`config.mk`:
```
export PLATFORM = sky130hd
export DESIGN_NAME = weight_fetch_controller
export DESIGN_NICKNAME = d
export VERILOG_FILES = /design/src/rtl/weight_fetch_controller.sv
export SDC_FILE = /design/constraint.sdc
export NUM_CORES = 2
export LEC_CHECK = 0
export ABC_AREA = 1
export ABC_CLOCK_PERIOD_IN_PS = 6100
export CAP_MARGIN = 15
export CORE_AREA = 5 5 436 438
export DETAILED_ROUTE_END_ITERATION = 10
export DIE_AREA = 0 0 441 443
export PLACE_DENSITY = 0.32
export SYNTH_ARGS = -nofsm -noshare
export SYNTH_HDL_FRONTEND = slang
export SYNTH_SLANG_ARGS = --single-unit
```
`constraint.sdc`:
```
create_clock -name system_clk -period 6.1 [get_ports system_clk]
set_input_delay 0.61 -clock system_clk [delete_from_list [all_inputs] [get_ports system_clk]]
set_output_delay 0.61 -clock system_clk [all_outputs]
set_load 0.02 [all_outputs]
```
`src/rtl/weight_fetch_controller.sv`:
```
// weight_fetch_controller
// Reads packed weight/bias words from external memory in bursts and forwards
// each returned beat to the weight buffer one cycle later. Only one burst is
// outstanding at a time. A new burst is requested only while the weight buffer
// reports room for at least one more full burst.
module weight_fetch_controller #(
  parameter int ADDR_WIDTH     = 32,
  parameter int MEM_DATA_WIDTH = 512,
  parameter int BURST_LEN      = 64,
  parameter int LEN_WIDTH      = 8,
  parameter int CNT_WIDTH      = 24
) (
  input  logic                      system_clk,
  input  logic                      system_rst,
  // task control from the layer scheduler
  input  logic                      start,
  input  logic [ADDR_WIDTH-1:0]     base_addr,
  input  logic [CNT_WIDTH-1:0]      word_count,
  output logic                      busy,
  output logic                      done,
  output logic                      protocol_error,
  // memory read request channel
  output logic                      rd_req_valid,
  input  logic                      rd_req_ready,
  output logic [ADDR_WIDTH-1:0]     rd_req_addr,
  output logic [LEN_WIDTH-1:0]      rd_req_len,
  // memory read data channel (no backpressure)
  input  logic [MEM_DATA_WIDTH-1:0] rd_data,
  input  logic                      rd_data_valid,
  input  logic                      rd_data_last,
  // weight buffer write port
  output logic [MEM_DATA_WIDTH-1:0] weight_and_bias_data,
  output logic                      weight_and_bias_valid,
  input  logic                      weight_buffer_ready
);

  localparam logic [1:0] ST_IDLE = 2'd0;
  localparam logic [1:0] ST_REQ  = 2'd1;
  localparam logic [1:0] ST_DATA = 2'd2;
  localparam logic [1:0] ST_DONE = 2'd3;

  localparam logic [CNT_WIDTH-1:0]  BURST_MAX      = CNT_WIDTH'(BURST_LEN);
  localparam logic [CNT_WIDTH-1:0]  CNT_ONE        = CNT_WIDTH'(1);
  localparam logic [ADDR_WIDTH-1:0] BYTES_PER_WORD = ADDR_WIDTH'(MEM_DATA_WIDTH / 8);

  logic [1:0]                state_reg;
  logic [ADDR_WIDTH-1:0]     cur_addr_reg;
  logic [CNT_WIDTH-1:0]      remaining_reg;
  logic [CNT_WIDTH-1:0]      burst_reg;
  logic [CNT_WIDTH-1:0]      beat_cnt_reg;
  logic                      protocol_error_reg;
  logic                      rd_req_valid_reg;
  logic [ADDR_WIDTH-1:0]     rd_req_addr_reg;
  logic [LEN_WIDTH-1:0]      rd_req_len_reg;
  logic [MEM_DATA_WIDTH-1:0] wb_data_reg;
  logic                      wb_valid_reg;

  logic [CNT_WIDTH-1:0]      burst_next;
  logic                      closing_beat;

  // Size of the next burst: a full burst, or whatever is left of the task.
  assign burst_next   = (remaining_reg > BURST_MAX) ? BURST_MAX : remaining_reg;
  // The beat count alone decides where a burst ends; rd_data_last is only checked.
  assign closing_beat = (beat_cnt_reg == (burst_reg - CNT_ONE));

  assign busy                  = (state_reg != ST_IDLE);
  assign done                  = (state_reg == ST_DONE);
  assign protocol_error        = protocol_error_reg;
  assign rd_req_valid          = rd_req_valid_reg;
  assign rd_req_addr           = rd_req_addr_reg;
  assign rd_req_len            = rd_req_len_reg;
  assign weight_and_bias_data  = wb_data_reg;
  assign weight_and_bias_valid = wb_valid_reg;

  // Task FSM, burst request generation and one-cycle beat forwarding.
  always_ff @(posedge system_clk) begin
    if (system_rst) begin
      state_reg          <= ST_IDLE;
      cur_addr_reg       <= '0;
      remaining_reg      <= '0;
      burst_reg          <= '0;
      beat_cnt_reg       <= '0;
      protocol_error_reg <= 1'b0;
      rd_req_valid_reg   <= 1'b0;
      rd_req_addr_reg    <= '0;
      rd_req_len_reg     <= '0;
      wb_data_reg        <= '0;
      wb_valid_reg       <= 1'b0;
    end else begin
      wb_valid_reg <= 1'b0;
      case (state_reg)
        ST_IDLE: begin
          if (start) begin
            cur_addr_reg       <= base_addr;
            remaining_reg      <= word_count;
            protocol_error_reg <= 1'b0;
            state_reg          <= (word_count == '0) ? ST_DONE : ST_REQ;
          end
          // A stray beat with no burst outstanding is dropped and flagged;
          // the flag wins over the clear from a coincident start.
          if (rd_data_valid) begin
            protocol_error_reg <= 1'b1;
          end
        end

        ST_REQ: begin
          if (rd_data_valid) begin
            protocol_error_reg <= 1'b1;
          end
          if (!rd_req_valid_reg) begin
            // Buffer room is only consulted before raising a request; once
            // raised, the request stays put until memory takes it.
            if (weight_buffer_ready) begin
              rd_req_valid_reg <= 1'b1;
              rd_req_addr_reg  <= cur_addr_reg;
              rd_req_len_reg   <= LEN_WIDTH'(burst_next - CNT_ONE);
              burst_reg        <= burst_next;
            end
          end else if (rd_req_ready) begin
            rd_req_valid_reg <= 1'b0;
            beat_cnt_reg     <= '0;
            state_reg        <= ST_DATA;
          end
        end

        ST_DATA: begin
          if (rd_data_valid) begin
            wb_data_reg  <= rd_data;
            wb_valid_reg <= 1'b1;
            beat_cnt_reg <= beat_cnt_reg + CNT_ONE;
            if (rd_data_last != closing_beat) begin
              protocol_error_reg <= 1'b1;
            end
            if (closing_beat) begin
              remaining_reg <= remaining_reg - burst_reg;
              cur_addr_reg  <= cur_addr_reg + (ADDR_WIDTH'(burst_reg) * BYTES_PER_WORD);
              state_reg     <= (remaining_reg == burst_reg) ? ST_DONE : ST_REQ;
            end
          end
        end

        ST_DONE: begin
          if (rd_data_valid) begin
            protocol_error_reg <= 1'b1;
          end
          state_reg <= ST_IDLE;
        end

        default: begin
          state_reg <= ST_IDLE;
        end
      endcase
    end
  end

endmodule

```
==> impl_metrics.yaml <==
status:
  result_of_the_run: "finished clean"
sta:
  report.final.slew_viol_count: 0
  slew-limit-headroom_pct: 23.2
  worst_slack_ns: 2.11
  post-route-period-util_pct: 65.5
  highest_attainable_clock_frequency_mhz: 250
  fin_tns_setup_ns: 0
  finClkSkew_ns: 0.0400
  worst_pin_slew_ns: 1.15
  grt_setup_unrepaired: "false"
  setup_viol: 0
  min_period_ns: 3.99
  post_route_hold_slack_ns: 0.388
  report.final.hold_viol_count: 0
hold_path:
  hold-path-cell-count: 2
  holdCritPathClass: "in -> reg"
  timing.hold.worst_endpoint: "weight_and_bias_data[64]"
  hp-start: "system_rst"
yosys:
  synthesis.yosys.warnings: 0
  synth_mux_area_share_pct: 0.107
  netlist_top_cells_area: "dfxtp_1 47%, nand2_1 20%, a21oi_1 11%, nor2_1 3.7%, inv_1 2.6%"
  fraction_of_the_yosys_area_taken_by_sequential_cells_pct: 47.0
  dominant_combinational_cell_family_by_area_after_synthesis: "simple AND/OR/NAND/NOR gates"
  syn-instance-count: 4000
  ys_dominant_reg_cell: "dfxtp_1"
  synth-compound-area-share_pct: 13.9
  synth.distinct_cells: 45
  synth.top_cell.area_share_pct: 47.0
  synth-async-reset-ratio_pct: 0
  syn-cell-area_um2: 28200
  syn_area_per_cell_um2: 7.04
  mappedNetlistNets: 4627
  yosys.area_share.xor_xnor_pct: 1.09
  synth-adder-area-share_pct: 2.36
  netlist.top_cell.by_area: "dfxtp_1"
  synth_simple_gate_area_share_pct: 29.3
  postSynthRegisterBits: 661
  synth-edff-count: 0
routing:
  routed_wire_length_per_instance_um: 28.0
  detail_route.wirelength_mm: 213
  drt_iter0_markers: 1989
  detailroute.via_count: 31300
  post_drt_via_cell_ratio: 4.10
  postRouteAntennaNets: 0
  drtPass1Iterations: 5
  drc: 0
cells_and_area:
  layout-drive-gt1-share_pct: 4.38
  final_core_area_utilization_pct: 24.3
  stdcell_count: 7623
  area_growth_pct: 60.5
  num-fill-cells: 20800
  largest_register_ffs: 512
  final_net_count: 5649
clock_network:
  clkLatencyLatePin_ns: 0.74
  cts_made_buffers: 94
  tritoncts: "done"
  cts.repair_timing.setup_buffer_count: 0
  number_of_clock_sinks: 661
  cts_root_buf: "clkbuf_16"
  hold_buffers: 0
  worst_setup_hold_path_clk_slew_ns: 0.06
  post_cts_resize_count: 0
  cts_htree_levels: 3
  cts.path.max_buffers: 3
floorplan:
  rows: 159
  core_um2: 186000
  die-height_um: 443
  area_of_the_die_um2: 195000
  floorplan.die.width_um: 441
  floorplan.io_pins: 1132
  initial_core_util_pct: 15.1
power_and_ir_drop:
  power_density_nw_per_um2: 310
  power.leakage_nw: 16.3
  irDropWorstVdd_mv: 0.217
run:
  max-cap-violations: 0
critical_path:
  reg2reg_setup_slack_ns: 2.11
  setup.worst_path.start_class: "flop"
  worst_ep_required_time_ns: 6.74
  max_stage_delay_ns: 0.58
  cpMostUsedCell: "nand2_1"
  worst-path-max-fanout: 48
  criticalPathCategory: "reg -> reg"
  r2r.worst_path.cells: 17
  arrival_worst_endpoint_ns: 4.63
  reg_to_reg_end: "cur_addr_reg[19]"
  critical_path.cell_chain: "inv_1, ha_1, nand3_4, nor2_2, nand3_1, nand2_1, nand2_1, nor2_1, nand2_1, nor2_2, nand2_1, nand2_2, buf_4, nand3_4, clkinv_2, nor2_1, nor2_1"
  setup.worst_path.end_class: "flop"
  timing.critical_path.slowest_stage_cell: "clkinv_2"
  regToRegStartpoint: "burst_reg[1]"
global_routing:
  grt_max_degree: 173
  grt_util_all_layers_pct: 21.0
  grt.overflow.total: 0
  grt_antenna_before_repair: 122
  wire_length_of_the_first_global_routing_pass_mm: 281
  via_count_of_the_first_global_routing_pass: 30600
place:
  detailedPlace.worstSlack_ns: 2.07
  io_buffers: 1131
  post-dp-hpwl_mm: 172
  placedCellCount: 7421
  routabilityCongestion: 0.912
[cells by family (layout without fill, tap and decap cells)]
group	after synthesis	count (layout)
AND/OR/NAND/NOR	2040	2040
AO/OA/AOI/OAI	772	772
flip-flops	661	661
buffers and inverters	437	1532
adder cells (fa/ha/maj)	52	52
XOR/XNOR	35	35
multiplexers	3	3
other	0	33
[stage by stage]
| stage | cell area (µm²) | power [mW] |
|---|---|---|
| global placement | 41900 | 8.41 |
| CTS | 45100 | 14.3 |
| floorplan | 28200 | 6.67 |
| global route | 45100 | 14.7 |
| detailed placement | 41900 | 8.40 |
| finish | 45200 | 14.0 |
[layout by cell type, fill, tap and decap left out, types with 4 or more instances in the layout]
| master | instances |
|---|---|
| clkbuf_16 | 95 |
| nor3_1 | 39 |
| nor2_1 | 277 |
| xor2_1 | 17 |
| buf_12 | 6 |
| dfxtp_1 | 661 |
| nor2_2 | 14 |
| nor2_4 | 5 |
| clkbuf_1 | 16 |
| nand3b_1 | 11 |
| xnor2_1 | 18 |
| inv_2 | 8 |
| clkinvlp_4 | 4 |
| inv_1 | 194 |
| o21ai_0 | 119 |
| clkinv_2 | 15 |
| clkdlybuf4s50_1 | 1130 |
| and2_1 | 6 |
| a21oi_1 | 633 |
| nor4_1 | 12 |
| diode_2 | 33 |
| o21bai_1 | 7 |
| nand2_1 | 1486 |
| nand3_1 | 94 |
| ha_1 | 50 |
| buf_4 | 21 |
| clkbuf_8 | 30 |
| nand4_1 | 83 |
[cell usage after synthesis (2+ instances only)]
library cell	instances
clkbuf_1	169
nor4_1	12
xor2_1	17
nor2_4	4
or2_2	3
fa_1	2
nor2_2	14
inv_1	195
nand2_2	4
nand2_1	1486
nor2_1	278
ha_1	50
inv_2	8
xnor2_1	18
dfxtp_1	661
nand3_1	94
o21ai_0	119
buf_6	7
nand3b_1	11
a21oi_1	633
nor3_1	39
nand4_1	83
o21bai_1	7
mux2i_1	3
nand3_4	2
o22ai_1	3
o21a_1	2
buf_2	43
buf_1	12
and2_1	6
[how the worst max path moves through the flow]
stage	end	slack, ns	startpoint
after detailed placement	remaining_reg[10]	2.07	burst_reg[1]
after CTS	cur_addr_reg[11]	2.06	burst_reg[1]
final	cur_addr_reg[19]	2.11	burst_reg[1]
after global routing	cur_addr_reg[12]	1.59	burst_reg[1]
after floorplan	cur_addr_reg[16]	3.79	burst_reg[0]
after global placement	cur_addr_reg[19]	2.09	burst_reg[1]
[cell type report]
type | count | area [µm²] | share of cell area, %
multi-input cells | 2902 | 13200 | 29.2
flip-flops and latches | 661 | 13200 | 29.3
clock buffers | 141 | 2850 | 6.31
inverters | 205 | 778 | 1.72
clock inverters | 28 | 332 | 0.734
repair buffers | 1158 | 11600 | 25.7
diodes | 33 | 82.6 | 0.183
well taps | 2495 | 3120 | 6.91
[power by group]
group	switching [mW]	internal [mW]
logic	2.15	1.25
registers	0.277	4.59
clock network	2.38	3.36
[metal layers]
layer / vias up / GRT usage (%) / wire length, µm / part of all wire [%]
met1: 14800 / 25.0 / 86900 / 41
met3: 290 / 6.97 / 15900 / 7.4
met2: 1008 / 37.0 / 106000 / 50
met4: 78 / 3.43 / 3900 / 1.8
met5: - / 0 / 478 / 0.22
li1: 15100 / - / - / -
[critical path: cells and delay by family (launching register included)]
kind,cells,cell delay (ns)
buf+inv,3,1.26
fa+ha+maj,1,0.29
simple gates,13,1.98
flops,1,0.37
Power figures use the tool's default switching activity.
